[config.mk]
export PLATFORM = sky130hd
export DESIGN_NAME = rr_arb2
export DESIGN_NICKNAME = d
export VERILOG_FILES = /design/src/rtl/rr_arb2.sv
export SDC_FILE = /design/constraint.sdc
export NUM_CORES = 1
export LEC_CHECK = 0
export BUFFER_PORTS_ARGS = -buffer_cell sky130_fd_sc_hd__buf_4
export CAP_MARGIN = 5
export CORE_AREA = 2 2 39 41
export DETAILED_ROUTE_END_ITERATION = 10
export DIE_AREA = 0 0 41 43
export HOLD_SLACK_MARGIN = 0.06
export PLACE_DENSITY_LB_ADDON = 0.15
export RECOVER_POWER = 50
export SKIP_CTS_REPAIR_TIMING = 1
export SYNTH_ARGS = -nofsm -noshare
export SYNTH_HDL_FRONTEND = slang
export SYNTH_SLANG_ARGS = --single-unit
[constraint.sdc]
create_clock -name clk -period 3 [get_ports clk]
set_input_delay 0.45 -clock clk [delete_from_list [all_inputs] [get_ports clk]]
set_output_delay 0.45 -clock clk [all_outputs]
set_load 0.01 [all_outputs]
[src/rtl/rr_arb2.sv]
// Two-input round-robin arbiter feeding a one-entry valid/ready output register.
// Define ARB_FIXED_PRIO_EN to replace round-robin with fixed priority (d0 always wins).
module rr_arb2 #(
   parameter int WIDTH = 8
) (
   input  logic             clk,
   input  logic             rst,
   input  logic [WIDTH-1:0] d0,
   input  logic             d0_valid,
   output logic             d0_ready,
   input  logic [WIDTH-1:0] d1,
   input  logic             d1_valid,
   output logic             d1_ready,
   output logic             sel,
   output logic [WIDTH-1:0] out,
   output logic             out_src,
   output logic             out_valid,
   input  logic             out_ready
);

   typedef enum logic {
      EMPTY = 1'b0,
      FULL  = 1'b1
   } state_t;

   state_t           state_r;
   logic [WIDTH-1:0] out_r;
   logic             out_src_r;
   logic             space_s;
   logic             any_s;
   logic             load_s;
   logic             sel_s;

`ifndef ARB_FIXED_PRIO_EN
   logic             last_r;
`endif

   // Grant selection and handshake decode; depends only on valids, output state and priority.
   always_comb begin
      space_s = (state_r == EMPTY) | out_ready;
      any_s   = d0_valid | d1_valid;
      load_s  = space_s & any_s;
`ifdef ARB_FIXED_PRIO_EN
      sel_s   = ~d0_valid;
`else
      if (d0_valid && !d1_valid) begin
         sel_s = 1'b0;
      end else if (!d0_valid && d1_valid) begin
         sel_s = 1'b1;
      end else begin
         // Contention or idle: the channel not served last wins.
         sel_s = ~last_r;
      end
`endif
   end

   // Output register and its EMPTY/FULL state; a drain and a load can share one edge.
   always_ff @(posedge clk or posedge rst) begin
      if (rst) begin
         state_r   <= EMPTY;
         out_r     <= {WIDTH{1'b0}};
         out_src_r <= 1'b0;
      end else if (load_s) begin
         state_r   <= FULL;
         out_r     <= sel_s ? d1 : d0;
         out_src_r <= sel_s;
      end else if ((state_r == FULL) && out_ready) begin
         state_r   <= EMPTY;
      end else begin
         state_r   <= state_r;
      end
   end

`ifndef ARB_FIXED_PRIO_EN
   // Last-served pointer moves only when a word is actually taken, so idle cycles keep priority.
   always_ff @(posedge clk or posedge rst) begin
      if (rst) begin
         last_r <= 1'b1;
      end else if (load_s) begin
         last_r <= sel_s;
      end else begin
         last_r <= last_r;
      end
   end
`endif

   assign sel       = sel_s;
   assign d0_ready  = load_s & ~sel_s;
   assign d1_ready  = load_s & sel_s;
   assign out       = out_r;
   assign out_src   = out_src_r;
   assign out_valid = (state_r == FULL);

endmodule

# Yosys cells after proc, flatten, opt, wreduce, memory -nomap -nowiden
# Cells that the tools add are included.
# W data, S select, Z words.
dict set report totals {
  register_bits 11
  inputBits 21
  word_cells 23
  output_inout_bits 13
}
dict set report classes {
  mux 5
  bitwise 8
  reduce_logical 6
}
# op n
set op_table {}
lappend op_table {{$mux W8} 1}
lappend op_table {{$mux W1} 4}
lappend op_table {{$and A1 B1 Y1} 3}
lappend op_table {{$logic_and A1 B1 Y1} 3}
lappend op_table {{$not A1 Y1} 3}
lappend op_table {{$logic_not A1 Y1} 2}
lappend op_table {{$or A1 B1 Y1} 2}
lappend op_table {{$reduce_bool A2 Y1} 1}

# Logic depth before layout (Yosys ltp)
# Gate-level depths: netlist of the first run.
dict set report logic_depth {
  word_depth 6
  mapped_depth 4
  mapped_depth_nobuf 3
}

# Least setup slack after synthesis of the first run
# No wires, ideal clock.
dict set report synth_timing {
  kind {in2out}
  startpoint {in d0_valid}
  endpoint {out d1_ready}
  t_required_ps 2550
  arrival_time_ps 1038
  setup_slack_ps 1512
  stages 3
  path_buffers 1
  cell_sequence {and2_1 > buf_2 > nor3b_2}
}
dict set report synth_between {
  elab_chain_len 5
  word_cells_on_any_way 8
  classes_between {mux (2); bitwise (3); reduce/logical (3)}
}
# element line
set synth_lines {}
lappend synth_lines {{start: declaration} 9} ;# input logic d0_valid,
lappend synth_lines {{$logic_not A1 Y1} 48} ;# end else if (!d0_valid && d1_valid) begin
lappend synth_lines {{$logic_and A1 B1 Y1} 48}
lappend synth_lines {{$mux W1} 48}
lappend synth_lines {{$mux W1} 46} ;# if (d0_valid && !d1_valid) begin
lappend synth_lines {{$and A1 B1 Y1 (*)} 89} ;# assign d1_ready = load_s & sel_s;
lappend synth_lines {{end: declaration} 13} ;# output logic d1_ready,
# Mark *: on every way between the ends. The rest lies on a longest branch, timed or not.

# Final worst setup path of the first run
dict set report layout_timing {
  startpoint {reg state_r, in the netlist out_valid}
  endpoint {out d0_ready}
}
dict set report layout_between {
  elab_chain_len 4
}
# element line
set layout_lines {}
lappend layout_lines {{start: declaration} 26} ;# state_t state_r;
lappend layout_lines {{start signal: assignment} 70} ;# state_r <= state_r;
lappend layout_lines {{$not A1 Y1} 40} ;# space_s = (state_r == EMPTY) | out_ready;
lappend layout_lines {{$or A1 B1 Y1} 40}
lappend layout_lines {{$and A1 B1 Y1} 42} ;# load_s = space_s & any_s;
lappend layout_lines {{$and A1 B1 Y1} 88} ;# assign d0_ready = load_s & ~sel_s;
lappend layout_lines {{end: declaration} 10} ;# output logic d0_ready,
# No other way between the ends.

==> summary.txt, run 1 <==
Run status
  • Status: finished, final reports clean

Final layout
  • # diodes: 0
  • Area Overhead vs Synth: 46.12%
  • Multi-input logic area: 237.7 µm²
  • Finished Cell Area: 800.8 µm²
  • Most frequent cells in the layout: 27 x buf_4, 10 x dfrtp_1, 8 x nand2_1, 8 x nor3_1, 8 x a221o_1
  • FILL cells: 125
  • Non-filler instance count after layout: 100
  • Register area: 276.5 µm²
  • Share of cells above drive strength 1: 42.86%
  • Final Core Density: 57.87%
  • Final net count: 106
  • Commonest non-fill, non-tap cell in the layout: buf_4

Clock network
  • Clk pin slew, worst setup/hold paths: 80 ps
  • Clk root buf: clkbuf_4
  • CTS tree: built
  • Num Clock Sinks: 11
  • Number of H-tree levels: 1
  • Number of CTS-inserted buffers: 3
  • Worst-Skew Late Latency: 260 ps
  • Longest Clk Path Bufs: 2

Logic synthesis
  • Post-Syn Nets: 71
  • Mapped Cells: 50
  • Top cells by area, synth: dfrtp_1 46%, a221o_1 15%, nor3_1 7.3%
  • Area of the mapped netlist: 548.0 µm²
  • Yosys top cell by area: dfrtp_1
  • Sequential area share after synthesis: 50.46%
  • YS warnings: 0
  • Yosys reg bits: 11
  • Syn Area/Cell: 10.96 µm²
  • Yosys cell types: 16
  • Synth top area share: 45.66%

Place
  • DPL Wire Length: 981.5 µm
  • Placed cell area: 800.8 µm²
  • Routability cong.: 0.6838
  • Worst slack at placement: 1268 ps
  • # placed instances: 96
  • Port buffer count: 33

Min path
  • Hold WC Path Type: primary input to asynchronous set/reset pin

STA
  • Worst hold slack: 173.9 ps
  • Setup TNS: 0 ps
  • Min Tclk post-route: 2104 ps
  • PnR worst setup slack: 895.6 ps
  • Slew of the pin with the lowest slew margin: 869.9 ps
  • Part of the cycle the worst path needs: 70.15%
  • RSZ-0062 raised after global routing: false
  • Slew Viols, Final: 0
  • Max frequency: 475.2 MHz
  • Skew final: 6.054 ps
  • Max_slew headroom: 41.89%
  • Final hold vios: 0
  • Final setup violation count: 0

Worst setup path
  • Reg2reg path depth: 3
  • Worst r2r src: out_valid
  • Worst r2r dst: out[6]
  • Kind of critical path: flop to output port
  • CP max FO: 12
  • Crit path max-delay cell type: nor2b_1
  • Worst endpoint required time: 2550 ps
  • CP arrival: 1650 ps
  • CP endpoint kind: output port
  • Largest stage delay, worst path: 700 ps
  • Reg-to-reg slack, setup: 1290 ps
  • Startpoint Class: flop
  • Critical-path cell list: nor2b_1, a211oi_4, buf_4
  • WP buf/inv: 1
  • Top cell family by delay on the critical path: simple AND/OR/NAND/NOR gates

Global route
  • Global Route Usage Sum: 16.62%
  • Grt ovf: 0
  • First-pass GRT wire length: 2.042 mm
  • Largest net degree at the start of global routing: 14
  • Vias in the first global route: 480
  • Initial antenna violation count: 0

Power
  • Power Dens Cells: 502.2 nW/µm²
  • Tot Pwr: 0.4021 mW
  • Worst vdd ir: 0.2797 mV
  • Leak: 0.3892 nW

Detailed routing
  • Detail Route Antenna Nets: 0
  • Vias: 507
  • 1st-iter DRT viols: 3
  • Routed len/inst: 12.90 µm
  • Number of remaining DRC errors: 0
  • Vias/cell: 5.070
  • First-pass DRT Iterations: 4
  • Post-Route WL: 1.290 mm

Die
  • Starting Density: 39.60%
  • Die height: 43 µm
  • Die W: 41 µm
  • Die Area: 1763 µm²
  • Area of the core: 1384 µm²
  • Io pins: 34
  • Row count: 14

Run
  • Max-Cap Viols: 0
## synth_stat cells
library cell / instances
and2_1: 1
o21bai_2: 1
a211oi_4: 1
nand2_1: 8
or3_1: 1
a21o_1: 2
inv_2: 1
a221o_1: 8
maj3_1: 1
dfstp_2: 1
dfrtp_1: 10
inv_1: 2
nor3_1: 8
nor2b_4: 1
buf_2: 3
nor3b_2: 1
## power breakdown
group | total [mW] | switching (mW) | internal [mW] | leakage [nW]
Clock | 0.102 | 0.0509 | 0.0514 | 0.0150
Combinational | 0.116 | 0.0546 | 0.0614 | 0.244
Sequential | 0.184 | 0.0120 | 0.172 | 0.131
Total | 0.402 | 0.118 | 0.285 | 0.389
## layer usage
metal | vias up | share of wire (%) | track usage [%]
li1 | 252 | - | -
met1 | 236 | 41 | 21.52
met2 | 19 | 51 | 26.25
met3 | 0 | 7.4 | 3.141
met4 | 0 | 0 | 6.000
met5 | - | 0 | 0
## worst reg2reg max path: stages, from the launching register on
cell,delay (ps)
dfrtp_1,350
nor2b_1,700
o21bai_2,370
a221o_1,230
## state kept, by name, summed over array words and instances (netlist names)
register,cells
last_r,1
out,8
out_src,1
out_valid,1
## area by class of cell
type                            instances  area share (%)
Clock buffer                            4           3.281
Tap cell                               16           2.500
Multi-Input combinational cell         33           29.69
Sequential cell                        11           34.53
Inverter                                3           1.406
Timing Repair Buffer                   33           28.59
## cell families (layout without fill, tap and decap cells)
| logic type | after synthesis | count (layout) | synth area share, % |
|---|---|---|---|
| AND/OR/NAND/NOR | 20 | 20 | 19.86 |
| adder cells (fa/ha/maj) | 1 | 1 | 1.827 |
| flip-flops | 11 | 11 | 50.46 |
| buffers and inverters | 6 | 40 | 4.794 |
| AO/OA/AOI/OAI | 12 | 12 | 23.06 |
## how the worst max path moves through the flow
| stage | from | cells past startpoint | endpoint | slack, ps |
|---|---|---|---|---|
| after floorplan | d0_valid | 3 | d1_ready | 1510 |
| after global placement | d0_valid | 4 | d1_ready | 1300 |
| after detailed placement | d0_valid | 4 | d1_ready | 1270 |
| after CTS | last_r | 3 | d0_ready | 1060 |
| after global routing | out_valid | 3 | d0_ready | 750 |
| final | out_valid | 3 | d0_ready | 900 |
(Power assumes the default switching activity.)
==> inputs of run 2 (changes only) <==
- CORE_AREA: 2 2 39 41 -> default
- CORE_UTILIZATION: default -> 36
- DIE_AREA: 0 0 41 43 -> default
- clock period: 3 -> 1.7 ns (I/O delays scaled with it)
==> run 2 against run 1 <==
  * Critical path depth is the same
  * Via count up 3.9%
  * Hold slack gained 45 ps
  * Worst setup slack got worse by 820 ps
  * Sequential power up 77%
  * Wire length rose by 3.6%
  * Global-route usage rose by 1.2 points
  * Register-to-register slack worse by 950 ps
  * Non-clock buffer count grew 2
  * Clock-buffer cell count unchanged
  * Clock skew shrank 1.0 ps
  * Sequential share of layout area is 1.0 points lower
  * Critical path type unchanged
==> summary.txt, run 2 (synthesized netlist as in run 1, its figures left out) <==
Run status
  • Status: finished, final reports clean

Detailed routing
  • Vias/cell: 5.218
  • Detail Route Antenna Nets: 0
  • Routed len/inst: 13.24 µm
  • First-pass DRT Iterations: 4
  • Post-Route WL: 1.337 mm
  • Vias: 527
  • Number of remaining DRC errors: 0
  • 1st-iter DRT viols: 10

Min path
  • Hold WC Path Type: primary input to flop

Clock network
  • Worst-Skew Late Latency: 260 ps
  • Number of CTS-inserted buffers: 3
  • Num Clock Sinks: 11
  • CTS tree: built
  • Clk pin slew, worst setup/hold paths: 80 ps
  • Number of H-tree levels: 1
  • Longest Clk Path Bufs: 2
  • Clk root buf: clkbuf_4

Final layout
  • FILL cells: 130
  • Share of cells above drive strength 1: 45.35%
  • Final net count: 108
  • Most frequent cells in the layout: 28 x buf_4, 10 x dfrtp_1, 8 x nand2_1, 8 x nor3_1, 8 x a221o_1
  • Area Overhead vs Synth: 50.68%
  • Commonest non-fill, non-tap cell in the layout: buf_4
  • # diodes: 0
  • Max FFs per register: 8

Worst setup path
  • Worst r2r dst: out[4]
  • Critical-path cell list: inv_1, maj3_1, buf_4
  • Worst Setup SP: last_r
  • Worst r2r src: out_valid
  • CP max FO: 3
  • Reg2reg path depth: 3
  • Largest stage delay, worst path: 540 ps
  • Worst endpoint required time: 1440 ps
  • Kind of critical path: flop to output port
  • Crit path max-delay cell type: dfstp_2
  • Reg-to-reg slack, setup: 340 ps
  • CP endpoint kind: output port
  • CP arrival: 1370 ps
  • Startpoint Class: flop
  • CP Capture Point: sel

STA
  • Slew of the pin with the lowest slew margin: 444.5 ps
  • RSZ-0062 raised after global routing: false
  • Part of the cycle the worst path needs: 95.42%
  • Final hold vios: 0
  • Skew final: 5.056 ps
  • Setup TNS: 0 ps
  • Final setup violation count: 0
  • Min Tclk post-route: 1622 ps
  • Slew Viols, Final: 0
  • Max frequency: 616.5 MHz
  • Max_slew headroom: 70.35%

Place
  • DPL Wire Length: 1.006 mm
  • Routability cong.: 0.6923
  • Port buffer count: 33

Die
  • Die height: 41.02 µm
  • Die Area: 1682 µm²
  • Area of the core: 1350 µm²
  • Io pins: 34
  • Starting Density: 40.59%
  • Row count: 13
  • Die W: 41.02 µm

Global route
  • Global Route Usage Sum: 17.78%
  • Largest net degree at the start of global routing: 14
  • Vias in the first global route: 458
  • Initial antenna violation count: 0
  • First-pass GRT wire length: 1.904 mm
  • Grt ovf: 0

Power
  • Gate power share: 29.7%
  • Worst vdd ir: 0.4353 mV
  • Flop pwr share: 45.4%
  • Clk pwr share: 24.9%
  • Internal: 0.5083 mW
  • Leak: 0.4080 nW
  • Switch share: 29.14%
  • Power Dens Cells: 868.7 nW/µm²
  • NetSw: 0.2090 mW
  • Tot Pwr: 0.7174 mW

Run
  • Max-Cap Viols: 0
==> run 2: cell count changes in the layout (fill, tap and decap cells not counted), sizes merged <==
cell and change:
dlygate4sd3 +1, buf +1
==> run 2: through the flow <==
step	util [%]	setup WS, ps	hold WS, ps	cells	cell area [µm²]
2_1_floorplan	-	443.6	106.7	50	548.0
3_3_place_gp	59.78	363.5	276.7	96	807.0
3_5_place_dp	59.78	338.5	280.0	96	807.0
4_1_cts	61.72	40.95	-9.285	100	833.3
5_1_grt	61.17	20.29	202.4	101	825.8
6_report	61.17	77.89	218.8	101	825.8
==> run 2: cell type report <==
class	instances	area (µm²)	share of cell area (%)
sequential	11	276.5	33.48
multi-input combinational	33	246.5	29.85
timing repair buffer	35	246.5	29.85
clock buffer	4	26.28	3.182
tap	15	18.77	2.273
inverter	3	11.26	1.364
==> run 2: per-layer routing <==
layer	GRT usage (%)	vias up	wire (µm)
met5	0	-	0
met1	20.74	247	567
li1	-	257	-
met3	6.522	0	125
met4	2.500	0	0
met2	31.25	23	644
==> run 2: worst min-delay path by stage <==
stage / slack [ps] / start / depth (start not counted) / end
final: 220 / d0[1] / 2 / out[1]
after global routing: 200 / d0[1] / 2 / out[1]
after CTS: -9 / rst / 2 / out[1]
after detailed placement: 280 / rst / 2 / out[1]
after global placement: 280 / rst / 2 / out[1]
after floorplan: 110 / rst / 1 / out[0]
==> run 2: worst max-delay path: cells and delay by family, from the launching register on <==
kind	cells	cell delay [ps]
adders and majority gates	1	350
buffers and inverters	2	220
DFF	1	540
==> run 2: power groups by stage <==
| stage | Sequential, mW | Clock, mW | Combinational, mW |
|---|---|---|---|
| after floorplan | 0.346 | 0 | 0.0926 |
| after global placement | 0.330 | 0 | 0.225 |
| after detailed placement | 0.331 | 0 | 0.229 |
| after CTS | 0.326 | 0.187 | 0.229 |
| after global routing | 0.331 | 0.206 | 0.233 |
| final | 0.326 | 0.179 | 0.213 |
==> inputs of run 3 (changes only) <==
- clock period: 1.7 -> 1.4 ns (I/O delays scaled with it)
==> run 3 against run 2 <==
  * The run now ends with negative setup slack left
  * Clock-buffer cell count stayed put
  * Final cell count up 5.9%
  * Global-route usage up 1.3 points
  * Hold slack worse by 58 ps
  * Largest power group unchanged
  * Utilization grew 4.7 points
  * Non-clock buffer count rose by 6
  * Wire length up 6.5%
  * Total power increased by 26%
  * Clock power up 24%
  * Cell area is 7.7% higher
  * Sequential power is 21% higher
  * Highest routed layer is now met4
==> summary.txt, run 3 (synthesized netlist as in run 1, its figures left out) <==
STA
  • Max_slew headroom: 69.57%
  • Part of the cycle the worst path needs: 108.8%
  • Skew final: 1.553 ps
  • Max frequency: 656.4 MHz
  • Min Tclk post-route: 1523 ps
  • PnR worst setup slack: -123.4 ps
  • Final setup violation count: 3
  • Slew of the pin with the lowest slew margin: 456.2 ps
  • RSZ-0062 raised after global routing: true
  • Slew Viols, Final: 0
  • Worst hold slack: 160.8 ps
  • Final hold vios: 0

Global route
  • First-pass GRT wire length: 1.925 mm
  • Initial antenna violation count: 0
  • Global Route Usage Sum: 19.11%
  • Largest net degree at the start of global routing: 14
  • Grt ovf: 0
  • Vias in the first global route: 433

Detailed routing
  • 1st-iter DRT viols: 11
  • Routed len/inst: 13.31 µm
  • Vias/cell: 5.336
  • Vias: 571
  • DR top layer: met4
  • Detail Route Antenna Nets: 0
  • Post-Route WL: 1.424 mm
  • First-pass DRT Iterations: 4
  • Wl on met1: 583 µm
  • WL met2: 672 µm
  • Routed wl met3: 137 µm
  • Number of remaining DRC errors: 0

Clock network
  • Longest Clk Path Bufs: 2
  • Clk root buf: clkbuf_4
  • CTS tree: built
  • Number of H-tree levels: 1
  • Num Clock Sinks: 11
  • Clk pin slew, worst setup/hold paths: 70 ps
  • Worst-Skew Late Latency: 270 ps
  • Number of CTS-inserted buffers: 3

Die
  • Die W: 41.02 µm
  • Die height: 41.02 µm
  • Area of the core: 1350 µm²
  • Starting Density: 40.59%
  • Die Area: 1682 µm²
  • Row count: 13
  • Io pins: 34

Final layout
  • Most frequent cells in the layout: 31 x buf_4, 10 x dfrtp_1, 8 x nand2_1, 8 x nor3_1, 8 x a221o_1
  • Register area: 276.5 µm²
  • Commonest non-fill, non-tap cell in the layout: buf_4
  • Final net count: 114
  • Area Overhead vs Synth: 62.33%
  • Non-filler instance count after layout: 107
  • # diodes: 0
  • Multi-input logic area: 254.0 µm²
  • Max FFs per register: 8
  • Share of cells above drive strength 1: 51.09%
  • FILL cells: 110

Worst setup path
  • Startpoint Class: flop
  • CP endpoint kind: output port
  • CP max FO: 3
  • CP arrival: 1310 ps
  • Worst endpoint required time: 1190 ps
  • Kind of critical path: flop to output port

Min path
  • Hold WC Path Type: primary input to flop

Place
  • DPL Wire Length: 973.9 µm
  • Routability cong.: 0.7400
  • # placed instances: 97
  • Port buffer count: 33

Power
  • Power Dens Cells: 1018 nW/µm²
  • Leak: 0.4420 nW
  • Tot Pwr: 0.9054 mW
  • Worst vdd ir: 0.5873 mV

Run status
  • Failing checks: negative setup slack
  • Status: finished, violations left

Run
  • Max-Cap Viols: 0
run 3: path summary, 6_finish.rpt:
check                      depth (start not counted)  slack [ps]       from      end
min in group asynchronous                          3         480        rst   out[1]
max                                                3        -120     last_r      sel
max reg2reg                                        3          90  out_valid   out[5]
min reg2reg                                        1         480    out_src  out_src
max in group asynchronous                          3         590        rst   last_r
min                                                2         160      d0[6]   out[6]
run 3: critical path, cell delays in order, from the launching register on:
cell,delay [ps]
dfstp_2,540
inv_2,50
maj3_2,320
buf_6,130
run 3: layout make-up:
class                      instances  area share [%]
sequential                        11           31.08
inverter                           3           1.266
timing repair buffer              41           34.04
tap                               15           2.110
clock buffer                       4           2.954
multi-input combinational         33           28.55
run 3: per-layer routing:
metal  global-route usage [%]  vias up
li1                         -      270
met1                    22.03      269
met2                    28.13       28
met3                    8.696        4
met4                    12.50        0
met5                        0        -
run 3: through the flow:
step	worst slack [ps]	utilization, %	instance area [µm²]	TNS [ps]
after detailed placement	63.72	60.33	814.5	0
after CTS	-219.1	62.28	840.8	-507.4
after global placement	85.72	60.33	814.5	0
final	-123.4	65.89	889.6	-269.8
after global routing	-159.5	65.89	889.6	-428.9
after floorplan	143.6	-	548.0	0
run 3: power by group:
part	total [mW]	leakage (nW)	switching [mW]	internal (mW)
clock network	0.222	0.0150	0.111	0.111
logic	0.289	0.296	0.128	0.160
registers	0.395	0.131	0.0264	0.369
total	0.905	0.442	0.266	0.639
